`config.mk`:
```
export PLATFORM = sky130hd
export DESIGN_NAME = button_pulse_gen_flat
export DESIGN_NICKNAME = d
export VERILOG_FILES = /design/src/rtl/button_pulse_gen_if.sv /design/src/rtl/button_pulse_gen.sv /design/src/flat_wrapper.sv
export SDC_FILE = /design/constraint.sdc
export NUM_CORES = 1
export LEC_CHECK = 0
export BUFFER_PORTS_ARGS = -buffer_cell sky130_fd_sc_hd__buf_2
export CORE_MARGIN = 2
export CORE_UTILIZATION = 55
export CTS_CLUSTER_DIAMETER = 120
export CTS_CLUSTER_SIZE = 30
export DETAILED_ROUTE_END_ITERATION = 6
export GPL_ROUTABILITY_DRIVEN = 0
export HOLD_SLACK_MARGIN = 0.06
export PLACE_DENSITY = 0.79
export SYNTH_ARGS = -nofsm -noshare
export SYNTH_HDL_FRONTEND = slang
export SYNTH_SLANG_ARGS = --single-unit
```
`constraint.sdc`:
```
create_clock -name clk -period 1.65 [get_ports clk]
set_input_delay 0.4125 -clock clk [delete_from_list [all_inputs] [get_ports clk]]
set_output_delay 0.4125 -clock clk [all_outputs]
set_load 0.05 [all_outputs]
```
`src/rtl/button_pulse_gen_if.sv`:
```
// Button-to-pulse front-end signal bundle: raw buttons in, debounced pulses and levels out.
interface button_pulse_gen_if;
    logic btn_start;
    logic btn_stop;
    logic start;
    logic stop;
    logic start_level;
    logic stop_level;

    modport master (
        output btn_start, btn_stop,
        input  start, stop, start_level, stop_level
    );

    modport slave (
        input  btn_start, btn_stop,
        output start, stop, start_level, stop_level
    );
endinterface

```
`src/rtl/button_pulse_gen.sv`:
```
// Debounces two async buttons into single-cycle start/stop pulses; stop wins on same-cycle qualification.
// Press-to-pulse latency DEBOUNCE_CYCLES+3 edges; no backpressure, pulses are fire-and-forget.
module button_pulse_gen #(
    parameter int DEBOUNCE_CYCLES = 16,
    parameter bit BTN_ACTIVE_HIGH = 1'b1
) (
    input  logic               clk,
    input  logic               reset_n,
    button_pulse_gen_if.slave  bus
);
    localparam int            CW       = $clog2(DEBOUNCE_CYCLES);
    localparam logic [CW-1:0] CNT_LAST = CW'(DEBOUNCE_CYCLES - 1);

    typedef enum logic [1:0] {IDLE, ARM, HELD, REL} state_t;

    // Channel 0 is start, channel 1 is stop.
    state_t        state_q [2];
    state_t        state_d [2];
    logic [CW-1:0] cnt_q   [2];
    logic [CW-1:0] cnt_d   [2];
    logic [1:0]    btn;
    logic [1:0]    s1_q, s2_q;
    logic [1:0]    raw_pulse;
    logic [1:0]    level_d, level_q;
    logic          start_q, stop_q;

    assign btn = BTN_ACTIVE_HIGH ? {bus.btn_stop, bus.btn_start}
                                 : ~{bus.btn_stop, bus.btn_start};

    always_ff @(posedge clk or negedge reset_n) begin
        if (!reset_n) begin
            s1_q    <= '0;
            s2_q    <= '0;
            level_q <= '0;
            start_q <= 1'b0;
            stop_q  <= 1'b0;
            for (int i = 0; i < 2; i++) begin
                state_q[i] <= IDLE;
                cnt_q[i]   <= '0;
            end
        end else begin
            s1_q    <= btn;
            s2_q    <= s1_q;
            level_q <= level_d;
            start_q <= raw_pulse[0] & ~raw_pulse[1];
            stop_q  <= raw_pulse[1];
            for (int i = 0; i < 2; i++) begin
                state_q[i] <= state_d[i];
                cnt_q[i]   <= cnt_d[i];
            end
        end
    end

    always_comb begin
        for (int i = 0; i < 2; i++) begin
            state_d[i] = state_q[i];
            cnt_d[i]   = cnt_q[i];
            case (state_q[i])
                IDLE: if (s2_q[i]) begin
                    state_d[i] = ARM;
                    cnt_d[i]   = '0;
                end
                ARM: if (!s2_q[i]) begin
                    state_d[i] = IDLE;
                    cnt_d[i]   = '0;
                end else if (cnt_q[i] == CNT_LAST) begin
                    state_d[i] = HELD;
                    cnt_d[i]   = '0;
                end else begin
                    cnt_d[i] = cnt_q[i] + 1'b1;
                end
                HELD: if (!s2_q[i]) begin
                    state_d[i] = REL;
                    cnt_d[i]   = '0;
                end
                REL: if (s2_q[i]) begin
                    // A re-press during release qualification returns to HELD silently.
                    state_d[i] = HELD;
                    cnt_d[i]   = '0;
                end else if (cnt_q[i] == CNT_LAST) begin
                    state_d[i] = IDLE;
                    cnt_d[i]   = '0;
                end else begin
                    cnt_d[i] = cnt_q[i] + 1'b1;
                end
                default: begin
                    state_d[i] = IDLE;
                    cnt_d[i]   = '0;
                end
            endcase
        end
    end

    always_comb begin
        for (int i = 0; i < 2; i++) begin
            raw_pulse[i] = (state_q[i] == ARM) && s2_q[i] && (cnt_q[i] == CNT_LAST);
            level_d[i]   = (state_d[i] == HELD) || (state_d[i] == REL);
        end
    end

    assign bus.start       = start_q;
    assign bus.stop        = stop_q;
    assign bus.start_level = level_q[0];
    assign bus.stop_level  = level_q[1];
endmodule
```
`src/flat_wrapper.sv`:
```
// flat-port wrapper written by rule: the top's interface ports become plain ports
module button_pulse_gen_flat 
#(
    parameter int DEBOUNCE_CYCLES = 16,
    parameter bit BTN_ACTIVE_HIGH = 1'b1
)
  (clk, reset_n, bus_btn_start, bus_btn_stop, bus_start, bus_stop, bus_start_level, bus_stop_level);
  button_pulse_gen_if bus_i ();
  input  logic clk;
  input  logic reset_n;
  input wire logic [$bits(bus_i.btn_start)-1:0] bus_btn_start;
  input wire logic [$bits(bus_i.btn_stop)-1:0] bus_btn_stop;
  output wire logic [$bits(bus_i.start)-1:0] bus_start;
  output wire logic [$bits(bus_i.stop)-1:0] bus_stop;
  output wire logic [$bits(bus_i.start_level)-1:0] bus_start_level;
  output wire logic [$bits(bus_i.stop_level)-1:0] bus_stop_level;
  assign bus_i.btn_start = bus_btn_start;
  assign bus_i.btn_stop = bus_btn_stop;
  assign bus_start = bus_i.start;
  assign bus_stop = bus_i.stop;
  assign bus_start_level = bus_i.start_level;
  assign bus_stop_level = bus_i.stop_level;
  button_pulse_gen #(.DEBOUNCE_CYCLES(DEBOUNCE_CYCLES), .BTN_ACTIVE_HIGH(BTN_ACTIVE_HIGH)) u_core (.clk(clk), .reset_n(reset_n), .bus(bus_i));
endmodule
```
==> results_dict.tcl, run 1 <==
set metrics [dict create \
    wl_um 1330 \
    fin_crit_ns 1.53 \
    cts_buffer_depth 2 \
    grt_pass1_vias 553 \
    setup_viol 0 \
    worstPathMaxFanout 5 \
    startpoint_type "flop" \
    path_cells "ha_1 > and3_1 > or4b_1 > nand2_1" \
    clockRootBuffer "clkbuf_4" \
    syn-instance-count 72 \
    synth_largest_area_cell "dfrtp_1" \
    hold_class "in2reg" \
    synth_cell_types 28 \
    fp.dieW_um 43.5 \
    drtIter0Drc 13 \
    numCtsBuffers 3 \
    num_vias 561 \
    grt_pass1_wl_um 2350 \
    worst_pin_slew_ns 0.501 \
    fin_worst_skew_ns 0.00568 \
    crit_type "reg2reg" \
    power_frac_comb 0.061 \
    grt_remaining_overflow 0 \
    setup_tns_ns 0 \
    rows 14 \
    drv_cap 0 \
    run_status "complete, no violations" \
    path_clk_slew_ns 0.11 \
    critical-path-slowest-cell "or4b_1" \
    layout_commonest_cell "dfrtp_1" \
    min_period_over_period 0.926 \
    synth_fp_nets 78 \
    final_nets 90 \
    critPathRequiredTime_ns 1.90 \
    final_cell_mix "dfrtp_1 (20), nand2_1 (11), buf_2 (7)" \
    grt_usage 0.171 \
    cts_resized 0 \
    ys_seq_area_frac 0.582 \
    io_buffers 7 \
    ys_ff_latch 20 \
    drive_above_1_share 0.220 \
    p_sw_frac 0.235 \
    slew_headroom 0.664 \
    synth_top_area_frac 0.582 \
    path_delay_family "simple AND/OR/NAND/NOR gates" \
    dieArea_mm2 0.00190 \
    fmax_mhz 654 \
    route.detailed.wl_per_inst_um 13.6 \
    critical_path_buf_inv_count 0 \
    hpwlAfterDp_um 923 \
    ir_worst_vdd_uv 543 \
    p_int_uw 612 \
    clockPowerShare 0.282 \
    area_growth_syn_to_layout_pct 9.75 \
    rsz0062_at_grt "no" \
    antenna_found_initial 0 \
    syn_area_um2 860 \
    drv_slew 0 \
    diodes 0 \
    cts_tree "done" \
    power_density_mw_per_mm2 848 \
    dr.pass1.iters 4 \
    ys_top_cells_by_area "dfrtp_1 (58%), mux2_2 (5.2%), nand2_1 (4.8%)" \
    detail_route.vias_per_cell 5.72 \
    arrival_ns 1.77 \
    dp.cells 94 \
    cts.sink_count 20 \
    cts_hold_buf 1 \
    initial_core_util 0.577 \
    io_pins 8 \
    insertion_delay_ns 0.30 \
    p_switching_uw 188 \
    hold_violations 0 \
    fp.dieH_um 43.5 \
    max_stage_delay_ns 0.50 \
    end_kind "flop" \
    drc 0 \
    htreeDepth 1 \
    synth_area_per_cell_um2 11.9 \
    power_frac_seq 0.657 \
    postCtsSetupBuffers 0 \
    final_cells 98 \
    p_leak_nw 0.469 \
    core-area_mm2 0.00149 \
    yosysWarningCount 0 \
    antenna_left 0 \
    grt_max_degree 21 \
]
-- layout make-up --
| class | instances | area (um^2) |
|---|---|---|
| fill | 117 | 546 |
| sequential | 20 | 500 |
| multi-input combinational | 49 | 348 |
| timing repair buffer | 8 | 45.0 |
| clock buffer | 3 | 22.5 |
| tap | 16 | 20.0 |
| inverter | 2 | 7.51 |
-- worst reg2reg max path, stage by stage (launching register included) --
cell and delay [ns]:
dfrtp_1 0.43, ha_1 0.25, and3_1 0.22, or4b_1 0.50
nand2_1 0.07
-- cells by family (layout without fill, tap and decap cells) --
family                   count (synthesis)  after routing  share of synthesized area
AO/OA/AOI/OAI                           11             11                     0.0903
XOR/XNOR                                 5              5                     0.0597
adder cells (fa/ha/maj)                  2              2                     0.0291
buffers and inverters                    3             13                     0.0131
flip-flops                              20             20                      0.582
multiplexers                             4              4                     0.0524
AND/OR/NAND/NOR                         27             27                      0.173
-- flip-flops by register name, indices dropped and copies added, names as in the netlist --
| register | flops |
|---|---|
| u_core.state_q | 4 |
| u_core.bus.stop | 1 |
| u_core.s2_q | 2 |
| u_core.s1_q | 2 |
| u_core.cnt_q | 8 |
| u_core.bus.start | 1 |
| u_core.level_q | 2 |
-- power by group through the flow --
stage                     clock (mW)  combinational, mW  sequential, mW
after floorplan                    0             0.0326           0.528
after global placement             0             0.0461           0.533
after detailed placement           0             0.0474           0.534
after CTS                      0.229             0.0493           0.525
after global routing           0.245             0.0578           0.529
final                          0.226             0.0487           0.525
-- routing by layer --
layer,global-route usage,part of all wire,vias up
li1,-,-,281
met1,0.220,0.48,266
met2,0.266,0.47,10
met3,0.0375,0.027,4
met4,0.103,0.017,0
met5,0,0,-
-- per-stage QoR --
stage	hold slack, ns	power, mW	cell area (um^2)	setup slack, ns	util
floorplan	0.117	0.560	860	0.226	-
global placement	0.334	0.579	911	0.202	0.612
detailed placement	0.340	0.582	911	0.143	0.612
CTS	0.207	0.803	943	0.118	0.634
global route	0.200	0.831	943	0.0381	0.634
finish	0.216	0.800	943	0.122	0.634
-- synth_stat cells, drive strengths merged --
master / n
a21o: 1
nand3b: 1
or4b: 1
nor2b: 1
clkbuf: 1
a211o: 1
o22ai: 3
o21ai: 1
and3: 2
mux2: 4
nand4: 1
nor4: 1
and4b: 1
nor3b: 1
xnor2: 3
a311oi: 1
a21oi: 2
a31o: 2
nor4b: 1
ha: 2
inv: 2
dfrtp: 20
or4: 1
nor3: 1
nand2: 11
nand3: 4
xor2: 2
-- path summary, 6_finish.rpt --
| kind | start | slack [ns] | cells past startpoint | endpoint |
|---|---|---|---|---|
| setup / recovery | u_core.cnt_q[4] | 0.12 | 4 | u_core.cnt_q[4] |
| hold / removal | bus_btn_stop | 0.22 | 1 | u_core.s1_q[1] |
| setup reg to reg | u_core.cnt_q[4] | 0.12 | 4 | u_core.cnt_q[4] |
| hold reg to reg | u_core.s1_q[0] | 0.36 | 0 | u_core.s2_q[0] |
| max in group asynchronous | reset_n | 0.79 | 2 | u_core.level_q[0] |
| min in group asynchronous | reset_n | 0.56 | 2 | u_core.cnt_q[1] |
Power figures use the tool's default switching activity.
==> run 2: changes to the inputs <==
CORE_UTILIZATION = 45   (was 55)
GPL_TIMING_DRIVEN = 0   (was default)
PLACE_DENSITY = 0.67   (was 0.79)
==> run 2 against run 1 <==
Net effect:
- routed wire length shrank 7.3%
- worst setup slack gained 0.015 ns
- die area grew 20%
- clock power shrank 8%
- critical path depth is the same
- flip-flop and latch count is the same
==> results_dict.tcl, run 2 (same netlist as run 1, synthesis figures left out) <==
set metrics [dict create \
    run_status "complete, no violations" \
    met3_usage 0.0226 \
    antenna_found_initial 0 \
    postCtsSetupBuffers 0 \
    grt_pass1_vias 489 \
    drtIter0Drc 14 \
    hold_violations 0 \
    layout_commonest_cell "dfrtp_1" \
    hpwlAfterDp_um 905 \
    wl_um 1240 \
    min_period_over_period 0.917 \
    reg2reg_depth 4 \
    postLayoutCoreUtil 0.538 \
    fmax_mhz 661 \
    rsz0062_at_grt "no" \
    setup_viol 0 \
    startpoint_type "flop" \
    drv_cap 0 \
    grt_max_degree 21 \
    core-area_mm2 0.00176 \
    crit_type "reg2reg" \
    path_cells "ha_1 > and3_1 > or4b_1 > nand2_1" \
    route.detailed.wl_per_inst_um 11.6 \
    numCtsBuffers 3 \
    detail_route.vias_per_cell 5.27 \
    grtUsageMet2 0.200 \
    ir_worst_vdd_uv 464 \
    power_density_mw_per_mm2 823 \
    worstPathMaxFanout 5 \
    final_nets 90 \
    cts_tree "done" \
    cts_buffer_depth 2 \
    setup_tns_ns 0 \
    clockPowerShare 0.267 \
    use_met1 0.184 \
    cts_resized 0 \
    rows 15 \
    critical-path-slowest-cell "or4b_1" \
    path_clk_slew_ns 0.10 \
    worst_pin_slew_ns 0.513 \
    cts.sink_count 20 \
    power_frac_comb 0.063 \
    dieArea_mm2 0.00228 \
    fp.dieW_um 47.7 \
    initial_core_util 0.487 \
    fp.dieH_um 47.7 \
    largest_reg_flops 8 \
    p_switching_uw 170 \
    clockRootBuffer "clkbuf_4" \
    fin_crit_ns 1.51 \
    antenna_left 0 \
    drc 0 \
    final_cell_mix "dfrtp_1 (20), nand2_1 (11), buf_2 (7)" \
    power_uw 780 \
    htreeDepth 1 \
    grt_usage 0.130 \
    cts_hold_buf 0 \
    grt_pass1_wl_um 2060 \
    arrival_ns 1.74 \
    power_frac_seq 0.669 \
    drive_above_1_share 0.220 \
    insertion_delay_ns 0.28 \
    critPathRequiredTime_ns 1.88 \
    p_int_uw 610 \
    area_growth_syn_to_layout_pct 10.3 \
    dr.pass1.iters 4 \
    end_kind "flop" \
    grt_remaining_overflow 0 \
    fin_worst_skew_ns 0.00635 \
    worstSetupPathDepth 4 \
    io_buffers 7 \
    hold_class "in2async" \
    critical_path_buf_inv_count 0 \
    num_vias 564 \
    p_leak_nw 0.466 \
    hold_ws_ns 0.0512 \
    drv_slew 0 \
    top_register "u_core.cnt_q" \
    path_delay_family "simple AND/OR/NAND/NOR gates" \
    slew_headroom 0.656 \
    diodes 0 \
    p_sw_frac 0.218 \
    grt_busiest_layer "met2" \
    fillCellCount 167 \
    largest_registers "u_core.cnt_q x8, u_core.state_q x4" \
    io_pins 8 \
    max_stage_delay_ns 0.50 \
]
==> run 2: cell types whose count changed in the layout (fill, tap and decap cells not counted), sizes merged <==
cell | previous run | this run
dlygate4sd3 | 1 | 0
clkbuf | 3 | 4
==> run 2: area by class of cell <==
cell class / instances / area, um^2 / area share
flip-flops and latches: 20 / 500 / 0.528
multi-input cells: 49 / 348 / 0.367
repair buffers: 7 / 35.0 / 0.0369
well taps: 25 / 31.3 / 0.0330
clock buffers: 3 / 22.5 / 0.0237
inverters: 2 / 7.51 / 0.00792
plain buffers: 1 / 3.75 / 0.00396
==> run 2: per-layer routing <==
| metal | wire length, um | vias to the layer above |
|---|---|---|
| li1 | - | 282 |
| met1 | 651 | 276 |
| met2 | 545 | 4 |
| met3 | 28 | 2 |
| met4 | 10 | 0 |
| met5 | 0 | - |
==> run 2: final timing paths <==
check	from	end	slack, ns
min in group clk	bus_btn_stop	u_core.s1_q[1]	0.24
min reg2reg	u_core.s1_q[0]	u_core.s2_q[0]	0.36
max in group asynchronous	reset_n	u_core.cnt_q[0]	1.30
max	u_core.cnt_q[4]	u_core.cnt_q[4]	0.14
max reg2reg	u_core.cnt_q[4]	u_core.cnt_q[4]	0.14
min	reset_n	u_core.state_q[3]	0.05
==> run 2: power groups by stage <==
stage | registers (mW) | logic (mW) | clock network [mW]
floorplan | 0.528 | 0.0326 | 0
finish | 0.522 | 0.0494 | 0.209
global placement | 0.531 | 0.0491 | 0
global route | 0.525 | 0.0572 | 0.230
detailed placement | 0.532 | 0.0506 | 0
CTS | 0.522 | 0.0507 | 0.214
==> run 2: per-stage QoR <==
| stage | instances | area [um^2] | setup WS (ns) |
|---|---|---|---|
| 5_1_grt | 107 | 948 | 0.0503 |
| 6_report | 107 | 948 | 0.137 |
| 4_1_cts | 107 | 948 | 0.138 |
| 2_1_floorplan | 72 | 860 | 0.226 |
| 3_3_place_gp | 104 | 926 | 0.169 |
| 3_5_place_dp | 104 | 926 | 0.163 |
==> run 3: changes to the inputs <==
CELL_PAD_IN_SITES_DETAIL_PLACEMENT = 1   (was default)
CELL_PAD_IN_SITES_GLOBAL_PLACEMENT = 2   (was default)
CORE_UTILIZATION = 38   (was 45)
CTS_BUF_LIST = sky130_fd_sc_hd__clkbuf_16   (was default)
PLACE_DENSITY = 0.8   (was 0.67)
==> run 3 against run 2 <==
Net effect:
- combinational power is 3% higher
- critical path type unchanged
- final area is 9.1% higher
- worst hold slack better by 0.049 ns
- sequential power hardly changed
- via count is 0.89% higher
- flip-flop and latch count stayed put
==> results_dict.tcl, run 3 (same netlist as run 1, synthesis figures left out) <==
set metrics [dict create \
    multi_input_area_um2 348 \
    drv_slew 0 \
    dr.pass1.iters 2 \
    hold_ws_ns 0.100 \
    fp.dieW_um 51.6 \
    slew_headroom 0.652 \
    p_sw_frac 0.179 \
    run_status "complete, no violations" \
    grt_pass1_wl_um 2520 \
    grt_usage 0.131 \
    numCtsBuffers 3 \
    rsz0062_at_grt "no" \
    worst_pin_slew_ns 0.519 \
    power_density_mw_per_mm2 1190 \
    route.detailed.wl_per_inst_um 13.7 \
    reg2reg_depth 4 \
    reg2reg_from "u_core.cnt_q[4]" \
    grt_max_degree 21 \
    diodes 0 \
    drive_above_1_share 0.229 \
    fmax_mhz 660 \
    cts.sink_count 20 \
    io_pins 8 \
    layout_commonest_cell "dfrtp_1" \
    cts_resized 0 \
    insertion_delay_ns 0.25 \
    rows 17 \
    worstPathMaxFanout 5 \
    crit_start "u_core.cnt_q[4]" \
    initial_core_util 0.396 \
    top_register "u_core.cnt_q" \
    clockPowerShare 0.531 \
    final_cell_mix "dfrtp_1 (20), nand2_1 (11), buf_2 (7)" \
    path_clk_slew_ns 0.05 \
    dpl-instance-area_um2 930 \
    p_leak_nw 0.503 \
    fin_worst_skew_ns 0.000998 \
    cts_hold_buf 0 \
    final_area_mm2 0.00103 \
    cts_tree "done" \
    clockRootBuffer "clkbuf_16" \
    largest_reg_flops 8 \
    final_nets 90 \
    crit_type "reg2reg" \
    hold_violations 0 \
    critPathRequiredTime_ns 1.84 \
    end_kind "flop" \
    antenna_found_initial 0 \
    power_frac_seq 0.427 \
    p_switching_uw 219 \
    seqCellArea_um2 500 \
    io_buffers 7 \
    grt_remaining_overflow 0 \
    hold_class "in2async" \
    grt_pass1_vias 583 \
    detail_route.vias_per_cell 5.13 \
    ir_worst_vdd_uv 654 \
    final_cells 111 \
    fillCellCount 244 \
    min_period_over_period 0.918 \
    core-area_mm2 0.00217 \
    cts_buffer_depth 2 \
    p_int_mw 1.01 \
    largest_registers "u_core.cnt_q x8, u_core.state_q x4" \
    arrival_ns 1.70 \
    area_growth_syn_to_layout_pct 20.4 \
    htreeDepth 1 \
    setup_tns_ns 0 \
    dp.cells 107 \
    drtIter0Drc 3 \
    drv_cap 0 \
    num_vias 569 \
    wl_um 1520 \
    dieArea_mm2 0.00266 \
    antenna_left 0 \
    setup_viol 0 \
    power_frac_comb 0.042 \
    drc 0 \
    startpoint_type "flop" \
    postCtsSetupBuffers 0 \
    fin_crit_ns 1.51 \
    fp.dieH_um 51.6 \
    hpwlAfterDp_um 1070 \
]
## run 3: changes by cell type in the layout (fill, tap and decap cells not counted)
| cell | delta |
|---|---|
| clkbuf_4 | -3 |
| clkbuf_16 | +3 |
| bufinv_16 | +1 |
## run 3: critical path: stages, from the launching register on
cell and delay (ns):
dfrtp_1 0.42, ha_1 0.25, and3_1 0.22, or4b_1 0.50, nand2_1 0.07
## run 3: layer usage
metal	share of wire	vias to the layer above	track usage
met3	0.030	2	0.0431
met2	0.53	6	0.241
met5	0	-	0
met4	0.0086	0	0.0395
met1	0.43	276	0.142
li1	-	285	-
## run 3: path summary, 6_finish.rpt
path	endpoint	slack, ns
max	u_core.cnt_q[4]	0.14
min	u_core.cnt_q[6]	0.10
max reg2reg	u_core.cnt_q[4]	0.14
min reg2reg	u_core.s2_q[1]	0.35
max in group asynchronous	u_core.cnt_q[1]	1.25
min in group clk	u_core.s1_q[1]	0.27
## run 3: power groups by stage
stage / sequential (mW) / clock [mW] / combinational, mW
3_5_place_dp: 0.533 / 0 / 0.0524
2_1_floorplan: 0.528 / 0 / 0.0326
3_3_place_gp: 0.531 / 0 / 0.0500
4_1_cts: 0.524 / 0.672 / 0.0532
5_1_grt: 0.526 / 0.684 / 0.0589
6_report: 0.524 / 0.652 / 0.0510
## run 3: metrics by stage
stage                      util  setup WS (ns)  power [mW]
after global placement    0.428          0.158       0.581
after CTS                 0.477          0.118        1.25
final                     0.477          0.135        1.23
after detailed placement  0.428          0.137       0.585
after global routing      0.477         0.0607        1.27
after floorplan               -          0.226       0.560
## run 3: final cells by class
type / count / share of cell area
flip-flops and latches: 20 / 0.484
multi-input cells: 49 / 0.336
clock buffers: 3 / 0.0726
repair buffers: 7 / 0.0339
well taps: 28 / 0.0339
clock inverters: 1 / 0.0290
inverters: 2 / 0.00726
plain buffers: 1 / 0.00363
